File: src/rtl/eth_pcs_rx_sync.sv
// rtl/eth_pcs_rx_sync.sv - 10GBASE-R RX block lock, gearbox slip control and BER monitor
module eth_pcs_rx_sync #(
  parameter int LOCK_CNT     = 64,
  parameter int SH_INVLD_MAX = 16,
  parameter int SLIP_WAIT    = 8,
  parameter int BER_WINDOW   = 19531,
  parameter int BER_MAX      = 16,
  parameter int W_BER_CNT    = 6
) (
  input  logic                 i_clk,
  input  logic                 i_reset,
  input  logic                 i_clk_en,
  input  logic                 i_grbx_hdr_valid,
  input  logic [1:0]           i_grbx_hdr,
  output logic                 o_slip,
  output logic                 o_block_lock,
  output logic                 o_hi_ber,
  output logic                 o_sh_err,
  output logic [W_BER_CNT-1:0] o_ber_cnt
);

  localparam int SH_W   = $clog2(LOCK_CNT + 1);
  localparam int INV_W  = $clog2(SH_INVLD_MAX + 1);
  localparam int SLIP_W = $clog2(SLIP_WAIT + 1);
  localparam int TMR_W  = $clog2(BER_WINDOW + 1);
  localparam int HIT_W  = $clog2(BER_MAX + 1);

  localparam logic [SH_W-1:0]      LOCK_CNT_V  = SH_W'(LOCK_CNT);
  localparam logic [INV_W-1:0]     INV_MAX_V   = INV_W'(SH_INVLD_MAX);
  localparam logic [SLIP_W-1:0]    SLIP_LAST_V = SLIP_W'(SLIP_WAIT - 1);
  localparam logic [TMR_W-1:0]     WIN_LAST_V  = TMR_W'(BER_WINDOW - 1);
  localparam logic [HIT_W-1:0]     BER_MAX_V   = HIT_W'(BER_MAX);
  localparam logic [W_BER_CNT-1:0] BER_CNT_MAX = {W_BER_CNT{1'b1}};

  typedef enum logic [1:0] {ST_HUNT, ST_LOCKED, ST_SLIP} state_t;

  state_t               state_q, state_d;
  logic [SH_W-1:0]      sh_cnt_q, sh_cnt_d, sh_inc;
  logic [INV_W-1:0]     invld_q, invld_d, invld_inc;
  logic [SLIP_W-1:0]    slip_cnt_q, slip_cnt_d;
  logic [TMR_W-1:0]     timer_q, timer_d;
  logic [HIT_W-1:0]     hits_q, hits_d, hits_inc;
  logic                 hi_ber_q, hi_ber_d;
  logic                 slip_q, slip_d;
  logic                 lock_q, lock_d;
  logic                 sh_err_q, sh_err_d;
  logic [W_BER_CNT-1:0] ber_cnt_q, ber_cnt_d;
  logic                 hdr_ok, ev, bad_ev, ber_active;

  always_comb begin
    state_d    = state_q;
    sh_cnt_d   = sh_cnt_q;
    invld_d    = invld_q;
    slip_cnt_d = slip_cnt_q;
    hdr_ok     = i_grbx_hdr[1] ^ i_grbx_hdr[0];
    ev         = i_clk_en & i_grbx_hdr_valid & (state_q != ST_SLIP);
    bad_ev     = ev & ~hdr_ok;
    sh_inc     = sh_cnt_q + SH_W'(1);
    invld_inc  = invld_q + INV_W'(bad_ev);

    case (state_q)
      ST_HUNT: begin
        if (bad_ev) begin
          state_d    = ST_SLIP;
          sh_cnt_d   = '0;
          slip_cnt_d = '0;
        end else if (ev) begin
          if (sh_inc == LOCK_CNT_V) begin
            state_d  = ST_LOCKED;
            sh_cnt_d = '0;
            invld_d  = '0;
          end else begin
            sh_cnt_d = sh_inc;
          end
        end
      end
      ST_LOCKED: begin
        if (ev) begin
          // Too many bad headers wins over a window rollover on the same event.
          if (invld_inc == INV_MAX_V) begin
            state_d    = ST_SLIP;
            sh_cnt_d   = '0;
            invld_d    = '0;
            slip_cnt_d = '0;
          end else if (sh_inc == LOCK_CNT_V) begin
            sh_cnt_d = '0;
            invld_d  = '0;
          end else begin
            sh_cnt_d = sh_inc;
            invld_d  = invld_inc;
          end
        end
      end
      ST_SLIP: begin
        if (slip_cnt_q == SLIP_LAST_V) begin
          state_d    = ST_HUNT;
          sh_cnt_d   = '0;
          invld_d    = '0;
          slip_cnt_d = '0;
        end else begin
          slip_cnt_d = slip_cnt_q + SLIP_W'(1);
        end
      end
      default: state_d = ST_HUNT;
    endcase

    slip_d    = (state_q != ST_SLIP) && (state_d == ST_SLIP);
    lock_d    = (state_d == ST_LOCKED);
    sh_err_d  = bad_ev;
    ber_cnt_d = ber_cnt_q;
    if (bad_ev && (state_q == ST_LOCKED) && (ber_cnt_q != BER_CNT_MAX))
      ber_cnt_d = ber_cnt_q + W_BER_CNT'(1);

    // BER state only runs across cycles that start and end locked.
    ber_active = (state_q == ST_LOCKED) && (state_d == ST_LOCKED);
    hits_inc   = (hits_q == BER_MAX_V) ? hits_q : hits_q + HIT_W'(bad_ev);
    timer_d    = '0;
    hits_d     = '0;
    hi_ber_d   = 1'b0;
    if (ber_active) begin
      if (timer_q == WIN_LAST_V) begin
        hi_ber_d = (hits_inc == BER_MAX_V);
      end else begin
        timer_d  = timer_q + TMR_W'(1);
        hits_d   = hits_inc;
        hi_ber_d = hi_ber_q | (hits_inc == BER_MAX_V);
      end
    end
  end

  always_ff @(posedge i_clk or posedge i_reset) begin
    if (i_reset) begin
      state_q    <= ST_HUNT;
      sh_cnt_q   <= '0;
      invld_q    <= '0;
      slip_cnt_q <= '0;
      timer_q    <= '0;
      hits_q     <= '0;
      hi_ber_q   <= 1'b0;
      slip_q     <= 1'b0;
      lock_q     <= 1'b0;
      sh_err_q   <= 1'b0;
      ber_cnt_q  <= '0;
    end else begin
      state_q    <= state_d;
      sh_cnt_q   <= sh_cnt_d;
      invld_q    <= invld_d;
      slip_cnt_q <= slip_cnt_d;
      timer_q    <= timer_d;
      hits_q     <= hits_d;
      hi_ber_q   <= hi_ber_d;
      slip_q     <= slip_d;
      lock_q     <= lock_d;
      sh_err_q   <= sh_err_d;
      ber_cnt_q  <= ber_cnt_d;
    end
  end

  assign o_slip       = slip_q;
  assign o_block_lock = lock_q;
  assign o_hi_ber     = hi_ber_q;
  assign o_sh_err     = sh_err_q;
  assign o_ber_cnt    = ber_cnt_q;

endmodule
File: config.mk
export PLATFORM = sky130hd
export DESIGN_NAME = eth_pcs_rx_sync
export DESIGN_NICKNAME = d
export VERILOG_FILES = /design/src/rtl/eth_pcs_rx_sync.sv
export SDC_FILE = /design/constraint.sdc
export NUM_CORES = 1
export LEC_CHECK = 0
export CORE_MARGIN = 2
export CORE_UTILIZATION = 55
export DETAILED_ROUTE_END_ITERATION = 12
export GPL_ROUTABILITY_DRIVEN = 0
export PLACE_DENSITY = 0.84
export SLEW_MARGIN = 10
export SYNTH_ARGS = -nofsm -noshare
export SYNTH_HDL_FRONTEND = slang
export SYNTH_SLANG_ARGS = --single-unit
export TNS_END_PERCENT = 50
File: constraint.sdc
create_clock -name i_clk -period 8.9 [get_ports i_clk]
set_input_delay 1.335 -clock i_clk [delete_from_list [all_inputs] [get_ports i_clk]]
set_output_delay 1.335 -clock i_clk [all_outputs]
set_load 0.01 [all_outputs]
==> impl_metrics.env <==
export IMPL_rows=25
export IMPL_peakVddDrop_mv=0.139
export IMPL_clockPowerShare=0.255
export IMPL_grt_pass1_vias=2040
export IMPL_placed_cell_area_um2=2870
export IMPL_hold_violations=0
export IMPL_die_y_um=73.6
export IMPL_die_area_um2=5420
export IMPL_synth_area_leaders="dfrtp_1 (45%), ha_1 (6.1%), xor2_1 (4.6%)"
export IMPL_reg2reg_from="state_q[0]$_DFF_PP0_"
export IMPL_syn_inst=276
export IMPL_cp_end_kind="register"
export IMPL_synthToLayoutAreaGrowth_pct=11.2
export IMPL_cpMaxStageDelayCell="a221oi_1"
export IMPL_io_buffers=15
export IMPL_avgViaCountPerCell=5.91
export IMPL_cts_tree="built"
export IMPL_clock_path_buffers=2
export IMPL_synthFlopType="dfrtp_1"
export IMPL_slew_violations=0
export IMPL_status="finished, final reports clean"
export IMPL_initial_core_util=0.568
export IMPL_maxCapViolCount=0
export IMPL_clkSinkCount=48
export IMPL_remaining_drc_errors=0
export IMPL_crit_chain="clkdlybuf4s50_1 -> nand3b_1 -> nor2_1 -> ha_1 -> ha_1 -> o21ai_0 -> o21ai_1 -> nor2_1 -> a221oi_1 -> nand4_4 -> nor4_1"
export IMPL_netSwitchingFraction=0.340
export IMPL_final_area_um2=2960
export IMPL_antenna_found_initial=0
export IMPL_drtPass1Iterations=4
export IMPL_min_path_type="reg2reg"
export IMPL_crit_fanout=21
export IMPL_path_delay_family="simple AND/OR/NAND/NOR gates"
export IMPL_slew_limit_headroom=0.364
export IMPL_reg2regPathDepth=12
export IMPL_grt_util_all_layers=0.220
export IMPL_period_needed_ns=4.37
export IMPL_cts_buffers=5
export IMPL_p_per_area_nw_per_um2=175
export IMPL_nets=314
export IMPL_syn_nets=295
export IMPL_critPathLaunchType="input port"
export IMPL_synth_warnings=0
export IMPL_grt_max_degree=49
export IMPL_clkTransAtPathRegs_ns=0.09
export IMPL_ys_seq_elements=48
export IMPL_r2r_slack_ns=5.04
export IMPL_r2r_end="hits_q[1]$_DFF_PP0_"
export IMPL_synth_cell_area_um2=2670
export IMPL_fin_skew_ns=0.00570
export IMPL_criticalPathCategory="in2reg"
export IMPL_core_um2=4690
export IMPL_initialDrtViolationCount=130
export IMPL_synth_edf_count=0
export IMPL_antennaDiodeCount=0
export IMPL_vias=2067
export IMPL_worstHoldStart="slip_cnt_q[3]$_DFFE_PP0P_"
export IMPL_fin_setup_tns_ns=0
export IMPL_p_sw_mw=0.177
export IMPL_critical_path_buf_inv_count=1
export IMPL_max_freq_mhz=229
export IMPL_p_int_mw=0.343
export IMPL_clk_latency_ns=0.31
export IMPL_rsz0062_at_grt="no"
export IMPL_root_buffer="clkbuf_8"
export IMPL_yosys_area_top_type="dfrtp_1"
export IMPL_syn_area_per_cell_um2=9.66
export IMPL_synth_seq_area_share=0.451
export IMPL_post_route_period_util=0.491
export IMPL_ctsResizeCount=0
export IMPL_h_tree_depth=2
export IMPL_num_io_pins=16
export IMPL_min_to="slip_cnt_q[3]$_DFFE_PP0P_"
export IMPL_cpPeakStageDelay_ns=0.55
export IMPL_cp_arrival_ns=4.57
export IMPL_die_width_um=73.6
export IMPL_cp_required_ns=9.10
export IMPL_most_common_layout_cells="dfrtp_1 (48), nand2_1 (31), nor2_1 (19)"
export IMPL_post_cts_buffers=0
export IMPL_routedWlPerCell_um=14.8
export IMPL_synth_top_area_frac=0.451
export IMPL_synth_cell_types=50
export IMPL_hpwl_mm=3.69
export IMPL_seqPwrFrac=0.494
export IMPL_hold_buffers=0
export IMPL_wirelength_mm=5.18
export IMPL_setup_viol=0
export IMPL_ant_nets=0
export IMPL_p_leak_nw=1.22
export IMPL_p_comb_frac=0.251
export IMPL_tightest_slew_ns=0.953
export IMPL_min_path_cells=1
export IMPL_grt_pass1_wl_mm=9.22
export IMPL_final_common_cell="dfrtp_1"
export IMPL_drive_gt1_frac=0.0676
export IMPL_grt_overflow=0
export IMPL_async_flop_share=1.00
-- final cells by class --
cell class                      count  area [um2]
Clock inverter                      3        23.8
Sequential cell                    48        1200
Fill cell                         395        1730
Inverter                           11        41.3
Tap cell                           54        67.6
Timing Repair Buffer               16         158
Clock buffer                        5        68.8
Multi-Input combinational cell    213        1400
-- synthesized netlist by cell type (2+ instances only) --
| cell type | number |
|---|---|
| a2bb2oi_1 | 2 |
| o31ai_1 | 2 |
| nand2_1 | 31 |
| dfrtp_1 | 48 |
| and2_1 | 5 |
| xor2_1 | 14 |
| a21oi_1 | 6 |
| o21ai_0 | 15 |
| and3_1 | 4 |
| nand4_1 | 5 |
| and3b_1 | 2 |
| nor4_1 | 5 |
| or3_1 | 5 |
| or2_2 | 2 |
| nand2b_1 | 5 |
| nor2b_1 | 4 |
| nand3_1 | 16 |
| mux2_2 | 2 |
| nor3_1 | 14 |
| buf_2 | 2 |
| o22ai_1 | 2 |
| nor2_1 | 19 |
| nand3b_1 | 2 |
| inv_1 | 11 |
| o211ai_1 | 3 |
| o21ai_1 | 2 |
| ha_1 | 13 |
| xnor2_1 | 8 |
| o41ai_1 | 2 |
| nand4b_1 | 3 |
| o21a_1 | 3 |
-- layer usage --
metal | vias up | wire [um] | share of wire | global-route usage
met5 | - | 0 | 0 | 0
met1 | 1001 | 2500 | 0.48 | 0.292
met3 | 11 | 146 | 0.028 | 0.0453
li1 | 1026 | - | - | -
met2 | 29 | 2410 | 0.46 | 0.346
met4 | 0 | 128 | 0.025 | 0.101
-- flip-flops by register name (all words and copies together), names as in the netlist, 2 cells and up --
register / flops
sh_cnt_q: 7
slip_cnt_q: 4
timer_q: 15
hits_q: 5
state_q: 2
o_ber_cnt: 6
invld_q: 5
-- worst reg2reg max path, cell delays in order, from the launching register on --
cell and delay (ns):
dfrtp_1 0.45, inv_1 0.12, ha_1 0.32, nand3b_1 0.35, nor2_1 0.34, ha_1 0.24
ha_1 0.23, o21ai_0 0.14, o21ai_1 0.19, nor2_1 0.08, a221oi_1 0.55, nand4_4 0.38
nor4_1 0.38
-- stage by stage --
step	util	instances	total power, mW	hold slack, ns	setup WS [ns]
2_1_floorplan	-	276	0.355	0.438	5.27
3_3_place_gp	0.612	342	0.386	0.456	4.41
3_5_place_dp	0.612	342	0.390	0.484	4.23
4_1_cts	0.632	350	0.521	0.495	4.54
5_1_grt	0.632	350	0.551	0.531	4.19
6_report	0.632	350	0.520	0.492	4.53
-- worst max path at each step --
stage | slack (ns) | startpoint | endpoint | cells after the start
after global routing | 4.19 | i_clk_en | hits_q[1]$_DFF_PP0_ | 11
after CTS | 4.54 | i_clk_en | hits_q[1]$_DFF_PP0_ | 11
after global placement | 4.41 | i_grbx_hdr_valid | hits_q[2]$_DFF_PP0_ | 11
final | 4.53 | i_clk_en | hits_q[1]$_DFF_PP0_ | 11
after floorplan | 5.27 | i_grbx_hdr[0] | hits_q[0]$_DFF_PP0_ | 11
after detailed placement | 4.23 | i_clk_en | hits_q[1]$_DFF_PP0_ | 11
-- logic make-up after synthesis --
logic type | share of synthesized area
flip-flops | 0.451
AND/OR/NAND/NOR | 0.257
XOR/XNOR | 0.0723
buffers and inverters | 0.0249
multiplexers | 0.00845
adder cells (fa/ha/maj) | 0.0610
AO/OA/AOI/OAI | 0.126
-- power by group through the flow --
stage / Clock, mW / Sequential, mW / Combinational [mW]
after CTS: 0.135 / 0.256 / 0.130
after global placement: 0 / 0.259 / 0.127
after floorplan: 0 / 0.257 / 0.0982
after detailed placement: 0 / 0.260 / 0.130
final: 0.133 / 0.257 / 0.130
after global routing: 0.143 / 0.260 / 0.149
No activity file was read; power rests on OpenSTA's default activity.
